===== src/rtl/ghost_pkg.sv =====
// Shared types and constants for the ghost sprite renderer.
package ghost_pkg;

  typedef enum logic [1:0] {
    NORMAL     = 2'd0,
    FRIGHT     = 2'd1,
    FRIGHT_END = 2'd2,
    HIDDEN     = 2'd3
  } ghost_mode_t;

  typedef enum logic [1:0] {
    FETCH_IDLE = 2'd0,
    FETCH_ADDR = 2'd1,
    FETCH_LOAD = 2'd2
  } fetch_state_t;

  localparam int SPRITE_SIZE = 32;
  localparam int H_TOTAL     = 800;
  localparam int V_TOTAL     = 525;

  // True when an 11-bit signed offset lands inside the 32-pixel sprite (0..31).
  function automatic logic in_sprite(input logic [10:0] offset);
    return (offset[10:5] == 6'd0);
  endfunction

endpackage


===== src/rtl/ghost_blink_timer.sv =====
// Frightened-ending blink timer: counts frames spent in FRIGHT_END and
// toggles flash every BLINK_FRAMES frames. The first frame of a FRIGHT_END
// run always shows the frightened colour.
module ghost_blink_timer #(
  parameter int BLINK_FRAMES = 8
) (
  input  logic clk,
  input  logic rst_n,
  input  logic frame_start_i,
  input  logic cur_end_i,   // currently latched mode is FRIGHT_END
  input  logic next_end_i,  // mode being latched at this frame_start is FRIGHT_END
  output logic flash_o
);

  localparam int CW = (BLINK_FRAMES > 1) ? $clog2(BLINK_FRAMES) : 1;
  localparam logic [CW-1:0] WRAP = CW'(BLINK_FRAMES - 1);

  logic [CW-1:0] cnt_q, cnt_d;
  logic          flash_q, flash_d;

  // Next-state: advance only across consecutive FRIGHT_END frames, else clear.
  always_comb begin
    cnt_d   = cnt_q;
    flash_d = flash_q;
    if (frame_start_i) begin
      if (cur_end_i && next_end_i) begin
        if (cnt_q == WRAP) begin
          cnt_d   = '0;
          flash_d = ~flash_q;
        end else begin
          cnt_d   = cnt_q + CW'(1);
          flash_d = flash_q;
        end
      end else begin
        cnt_d   = '0;
        flash_d = 1'b0;
      end
    end else begin
      cnt_d   = cnt_q;
      flash_d = flash_q;
    end
  end

  // Counter and flash registers.
  always_ff @(posedge clk or negedge rst_n) begin
    if (!rst_n) begin
      cnt_q   <= '0;
      flash_q <= 1'b0;
    end else begin
      cnt_q   <= cnt_d;
      flash_q <= flash_d;
    end
  end

  assign flash_o = flash_q;

endmodule


===== src/rtl/ghost_sprite_renderer.sv =====
// Per-scanline ghost sprite renderer: fetches one bitmap row per line from an
// external combinational ROM and serialises it into ghost_on / ghost_rgb.
module ghost_sprite_renderer
  import ghost_pkg::*;
#(
  parameter logic [23:0] BODY_RGB     = 24'hFF0000,
  parameter logic [23:0] FRIGHT_RGB   = 24'h2121DE,
  parameter logic [23:0] FLASH_RGB    = 24'hFFFFFF,
  parameter int          BLINK_FRAMES = 8
) (
  input  logic        Clk,
  input  logic        Reset_n,
  input  logic        frame_start,
  input  logic        line_start,
  input  logic        pixel_en,
  input  logic [9:0]  DrawX,
  input  logic [9:0]  DrawY,
  input  logic [9:0]  GhostX,
  input  logic [9:0]  GhostY,
  input  logic [1:0]  ghost_mode,
  output logic [4:0]  rom_addr,
  input  logic [31:0] rom_data,
  output logic        ghost_on,
  output logic [23:0] ghost_rgb
);

  logic [9:0]   gx_q, gy_q;
  ghost_mode_t  mode_q;
  fetch_state_t state_q;
  logic [4:0]   rom_addr_q;
  logic         hit_q;
  logic [31:0]  row_reg_q;
  logic         ghost_on_q;
  logic [23:0]  ghost_rgb_q;

  ghost_mode_t  mode_in_s, mode_eff_s;
  logic [9:0]   gy_eff_s, drawy_next_s;
  logic [10:0]  row_s, col_s;
  logic [4:0]   bit_idx_s;
  logic         pix_on_s;
  logic [23:0]  colour_s;
  logic         flash_s;

  assign mode_in_s = ghost_mode_t'(ghost_mode);

  // Frame latch: position and mode only change on frame_start.
  always_ff @(posedge Clk or negedge Reset_n) begin
    if (!Reset_n) begin
      gx_q   <= 10'd0;
      gy_q   <= 10'd0;
      mode_q <= HIDDEN;
    end else if (frame_start) begin
      gx_q   <= GhostX;
      gy_q   <= GhostY;
      mode_q <= mode_in_s;
    end else begin
      gx_q   <= gx_q;
      gy_q   <= gy_q;
      mode_q <= mode_q;
    end
  end

  // Row offset for the upcoming line; a coincident frame_start wins so the
  // fetch already sees the new position and mode.
  always_comb begin
    gy_eff_s     = frame_start ? GhostY : gy_q;
    mode_eff_s   = frame_start ? mode_in_s : mode_q;
    drawy_next_s = (DrawY == 10'(V_TOTAL - 1)) ? 10'd0 : (DrawY + 10'd1);
    row_s        = {1'b0, drawy_next_s} - {1'b0, gy_eff_s};
  end

  // Fetch FSM: address goes out the cycle after line_start, row lands one later.
  always_ff @(posedge Clk or negedge Reset_n) begin
    if (!Reset_n) begin
      state_q    <= FETCH_IDLE;
      rom_addr_q <= 5'd0;
      hit_q      <= 1'b0;
      row_reg_q  <= 32'd0;
    end else begin
      case (state_q)
        FETCH_IDLE: begin
          if (line_start) begin
            rom_addr_q <= row_s[4:0];
            hit_q      <= in_sprite(row_s) && (mode_eff_s != HIDDEN);
            state_q    <= FETCH_ADDR;
          end else begin
            state_q    <= FETCH_IDLE;
          end
        end
        FETCH_ADDR: begin
          row_reg_q <= hit_q ? rom_data : 32'd0;
          state_q   <= FETCH_LOAD;
        end
        FETCH_LOAD: begin
          state_q <= FETCH_IDLE;
        end
        default: begin
          state_q <= FETCH_IDLE;
        end
      endcase
    end
  end

  // Column offset and bitmap lookup; columns outside 0..31 (including a
  // sprite hanging past the right edge) are transparent, never wrapped.
  always_comb begin
    col_s     = {1'b0, DrawX} - {1'b0, gx_q};
    bit_idx_s = 5'd31 - col_s[4:0];
    if (in_sprite(col_s) && (mode_q != HIDDEN)) begin
      pix_on_s = row_reg_q[bit_idx_s];
    end else begin
      pix_on_s = 1'b0;
    end
  end

  // Body colour by latched mode.
  always_comb begin
    colour_s = 24'd0;
    case (mode_q)
      NORMAL:     colour_s = BODY_RGB;
      FRIGHT:     colour_s = FRIGHT_RGB;
      FRIGHT_END: colour_s = flash_s ? FLASH_RGB : FRIGHT_RGB;
      default:    colour_s = 24'd0;
    endcase
  end

  // Pixel output registers, updated once per displayed pixel and held between.
  always_ff @(posedge Clk or negedge Reset_n) begin
    if (!Reset_n) begin
      ghost_on_q  <= 1'b0;
      ghost_rgb_q <= 24'd0;
    end else if (pixel_en) begin
      ghost_on_q  <= pix_on_s;
      ghost_rgb_q <= pix_on_s ? colour_s : 24'd0;
    end else begin
      ghost_on_q  <= ghost_on_q;
      ghost_rgb_q <= ghost_rgb_q;
    end
  end

  ghost_blink_timer #(
    .BLINK_FRAMES (BLINK_FRAMES)
  ) u_blink (
    .clk           (Clk),
    .rst_n         (Reset_n),
    .frame_start_i (frame_start),
    .cur_end_i     (mode_q == FRIGHT_END),
    .next_end_i    (mode_in_s == FRIGHT_END),
    .flash_o       (flash_s)
  );

  assign rom_addr  = rom_addr_q;
  assign ghost_on  = ghost_on_q;
  assign ghost_rgb = ghost_rgb_q;

endmodule


===== config.mk =====
export PLATFORM = sky130hd
export DESIGN_NAME = ghost_sprite_renderer
export DESIGN_NICKNAME = d
export VERILOG_FILES = /design/src/rtl/ghost_pkg.sv /design/src/rtl/ghost_blink_timer.sv /design/src/rtl/ghost_sprite_renderer.sv
export SDC_FILE = /design/constraint.sdc
export NUM_CORES = 1
export LEC_CHECK = 0
export CAP_MARGIN = 20
export CORE_MARGIN = 5
export CORE_UTILIZATION = 45
export CTS_CLUSTER_SIZE = 16
export DETAILED_ROUTE_END_ITERATION = 16
export PLACE_DENSITY = 0.81
export SKIP_CTS_REPAIR_TIMING = 1
export SLEW_MARGIN = 20
export SYNTH_ARGS = -nofsm -noshare
export SYNTH_HDL_FRONTEND = slang
export SYNTH_HIERARCHICAL = 1
export SYNTH_SLANG_ARGS = --single-unit

===== constraint.sdc =====
create_clock -name Clk -period 2.7 [get_ports Clk]
set_clock_uncertainty 0.05 [all_clocks]
set_input_delay 0.54 -clock Clk [delete_from_list [all_inputs] [get_ports Clk]]
set_output_delay 0.54 -clock Clk [all_outputs]
set_load 0.05 [all_outputs]

==> results of run 1 <==
[cell usage in the layout, fill, tap and decap left out, drive strengths merged, types with 7 or more instances in the layout]
master and count:
a21oi 14, buf 71, clkbuf 12, clkdlybuf4s50 94, dfrtp 69, dlymetal6s2s 9, ha 27, inv 39
mux2i 13, mux4 8, nand2 96, nand3 9, nor2 17, nor2b 7, o21ai 55, xnor2 10
[per-layer routing]
| layer | GRT usage, % | wire [um] | vias to the layer above |
|---|---|---|---|
| li1 | - | - | 1944 |
| met1 | 23.5 | 4640 | 1871 |
| met2 | 34.2 | 5680 | 135 |
| met3 | 3.67 | 608 | 22 |
| met4 | 9.56 | 333 | 0 |
| met5 | 0 | 0 | - |
[path summary, 6_finish.rpt]
| kind | cells after the start | from | slack [ns] | to |
|---|---|---|---|---|
| max | 14 | DrawY[7] | -0.28 | hit_q |
| min | 1 | Reset_n | 0.15 | row_reg_q[2] |
| max reg2reg | 9 | gx_q[0] | 0.13 | ghost_rgb[15] |
| min reg2reg | 2 | row_reg_q[14] | 0.44 | row_reg_q[14] |
| max in group asynchronous | 2 | Reset_n | 1.71 | mode_q[0] |
| min in group Clk | 2 | row_reg_q[14] | 0.44 | row_reg_q[14] |
[cell families (layout without fill, tap and decap cells)]
group	Yosys count	in the layout
AND/OR/NAND/NOR	149	149
AO/OA/AOI/OAI	116	116
buffers and inverters	79	230
flip-flops	71	71
adder cells (fa/ha/maj)	29	29
multiplexers	24	24
XOR/XNOR	16	16
[state kept, by name, indices dropped and copies added, names as in the netlist]
| register | count |
|---|---|
| rom_addr | 5 |
| gy_q | 10 |
| u_blink/flash_o | 1 |
| ghost_on | 1 |
| state_q | 2 |
| gx_q | 10 |
| ghost_rgb | 4 |
| row_reg_q | 32 |
| mode_q | 2 |
| hit_q | 1 |
| u_blink/cnt_q | 3 |
[cell usage after synthesis (2+ instances only)]
cell type / instances / area share, %
dfrtp_1: 69 / 39
xnor2_1: 10 / 2.0
fa_1: 2 / 0.91
o32ai_1: 3 / 0.60
buf_4: 21 / 3.6
mux2i_1: 13 / 3.0
a211o_1: 3 / 0.60
o2111ai_1: 2 / 0.40
nor2b_1: 7 / 1.0
o31ai_1: 2 / 0.34
o221ai_1: 4 / 0.80
o22ai_1: 5 / 0.71
xor2_1: 5 / 1.0
inv_1: 38 / 3.2
nand3_1: 9 / 1.0
nand4_1: 4 / 0.57
mux4_2: 8 / 4.1
a31oi_1: 6 / 0.85
nand2_1: 96 / 8.2
and3_1: 3 / 0.43
clkbuf_1: 20 / 1.7
dfstp_2: 2 / 1.2
ha_1: 27 / 7.7
a21o_1: 6 / 1.0
a21oi_1: 13 / 1.5
nand2b_1: 5 / 0.71
o21a_1: 5 / 0.85
o21ai_0: 55 / 6.3
a211oi_1: 3 / 0.51
mux2_2: 3 / 0.77
nor2_1: 17 / 1.5
[through the flow]
stage | utilization (%) | setup TNS, ns | power, uW
2_1_floorplan | - | -0.445 | 1790
3_3_place_gp | 61.8 | -4.51 | 2240
3_5_place_dp | 61.8 | -5.28 | 2270
4_1_cts | 63.9 | -2.04 | 3180
5_1_grt | 65.2 | -0.396 | 3370
6_report | 65.2 | -0.285 | 3190
[power by group]
part	switching [uW]	internal [uW]	total, uW	leakage [uW]
Clock	438	456	895	0.000103
Sequential	49.9	1140	1190	0.000931
Combinational	566	538	1100	0.00180
[final cells by class]
type | instances | area [sq um] | share of cell area (%)
Clock buffer | 10 | 138 | 2.19
Clock inverter | 6 | 68.8 | 1.09
Inverter | 38 | 148 | 2.35
Multi-Input combinational cell | 334 | 2370 | 37.6
Sequential cell | 71 | 1780 | 28.3
Tap cell | 133 | 166 | 2.65
Timing Repair Buffer | 176 | 1620 | 25.8
==> results.yml, run 1 <==
route:
  first_pass_iters: 4
  viasPerCell: 5.17
  num_vias: 3972
  drc: 0
  drtIter0Drc: 204
  wl_um: 11300
  detail-route-antenna-nets: 0
  routedWlPerCell_um: 14.7
synth:
  synth_simple_gate_area_share_pct: 14.7
  synth-xor-area-share_pct: 3.36
  synth-edff-count: 0
  synth_compound_area_share_pct: 16.4
  synthArstFlopShare_pct: 100
  synth-warning-count: 6
  synth_fa_ha_area_share_pct: 8.60
  synthCells: 484
  synth.avg_cell_area_sq_um: 9.08
  synth_seq_cells: 71
  synth_top_family_by_area: "compound AO/OA/AOI/OAI gates"
  synth_cell_types: 49
  yosysSeqAreaShare_pct: 40.5
  synth_flop_cell: "dfrtp_1"
  synth_mux_area_share_pct: 7.83
  syn_area_sq_um: 4390
  syn_nets: 592
timing:
  relSlewSlack_pct: 32.8
  post-route-worst-setup-slack_ns: -0.285
  hold_ws_ns: 0.145
  slew_viol_final: 0
  fin_crit_ns: 2.98
  fin_crit_sh_pct: 111
  hold_violations: 0
  finalSetupViolCount: 1
  fmax_mhz: 335
  tightestPinTransition_ns: 1.01
  rsz0062_at_grt: "yes"
worst_setup_path:
  critPathTopFamily: "compound AO/OA/AOI/OAI gates"
  crit_chain: "dlymetal6s2s_1 > nor2_1 > nand4_1 > nor4_4 > or2_4 > ha_4 > inv_2 > fa_2 > a21o_1 > a221oi_2 > o21a_1 > a311oi_1 > o31a_1 > o41ai_2"
  critical_path_class: "input port to register"
  cp_slowest_stage_delay_ns: 0.38
  end_kind: "register"
  cp-start-kind: "input port"
  cp.required_ns: 2.91
  crit_fanout: 2
  worstPathArrival_ns: 3.19
  cp_slowest_cell: "fa_2"
  cp_num_buf_inv: 2
power:
  ir_drop_uv: 410
  power_leakage_uw: 0.00283
  p_per_area_nw_per_um2: 508
status:
  status: "complete, but fails checks"
  violations: "negative setup slack"
clocking:
  clk-insertion-delay-late_ns: 0.37
  clk_pin_slew_worst_paths_ns: 0.08
  cts_buffers: 9
  cts_tree: "done"
  cts_root_buf: "clkbuf_8"
  cts_htree_levels: 3
  ctsLongestPathBuffers: 2
  cts.sinks: 71
final_layout:
  final_cells: 768
  diodes: 0
  drive_gt1_share_pct: 19.8
  area_growth_pct: 43.1
  fin_area_sq_um: 6290
  nNetsFinal: 738
  fillerInstances: 828
die:
  die_x_um: 109
  ios: 109
  start_util_pct: 45.6
  die_y_um: 109
  rows: 36
  fp.coreArea_sq_um: 9640
  die_area_sq_um: 11800
grt:
  grt_overflow_total: 0
  first_global_vias: 4078
  antenna_found_initial: 0
  grt_max_degree: 66
  grt_pass1_wl_um: 18200
  grtUsageTotal_pct: 19.7
placed_design:
  dp_hpwl_um: 8640
  postPlaceCellArea_sq_um: 5960
  io_buffers: 108
  placed_cells: 746
  gp_congestion: 0.850
  dp_slack_ns: -1.04
min_path:
  hold_path.class: "input port to async pin"
run:
  maxCapViolCount: 0
Power figures use the tool's default switching activity.
==> inputs of run 2 (changes only) <==
--- a/config.mk
+++ b/config.mk
@@ -8,6 +8,7 @@
 export CAP_MARGIN = 20
 export CORE_MARGIN = 5
 export CORE_UTILIZATION = 45
+export CTS_BUF_LIST = sky130_fd_sc_hd__clkbuf_8
 export CTS_CLUSTER_SIZE = 16
 export DETAILED_ROUTE_END_ITERATION = 16
 export PLACE_DENSITY = 0.81
==> results of run 2 <==
No change in the layout: final DEF, timing and power equal those of run 1.
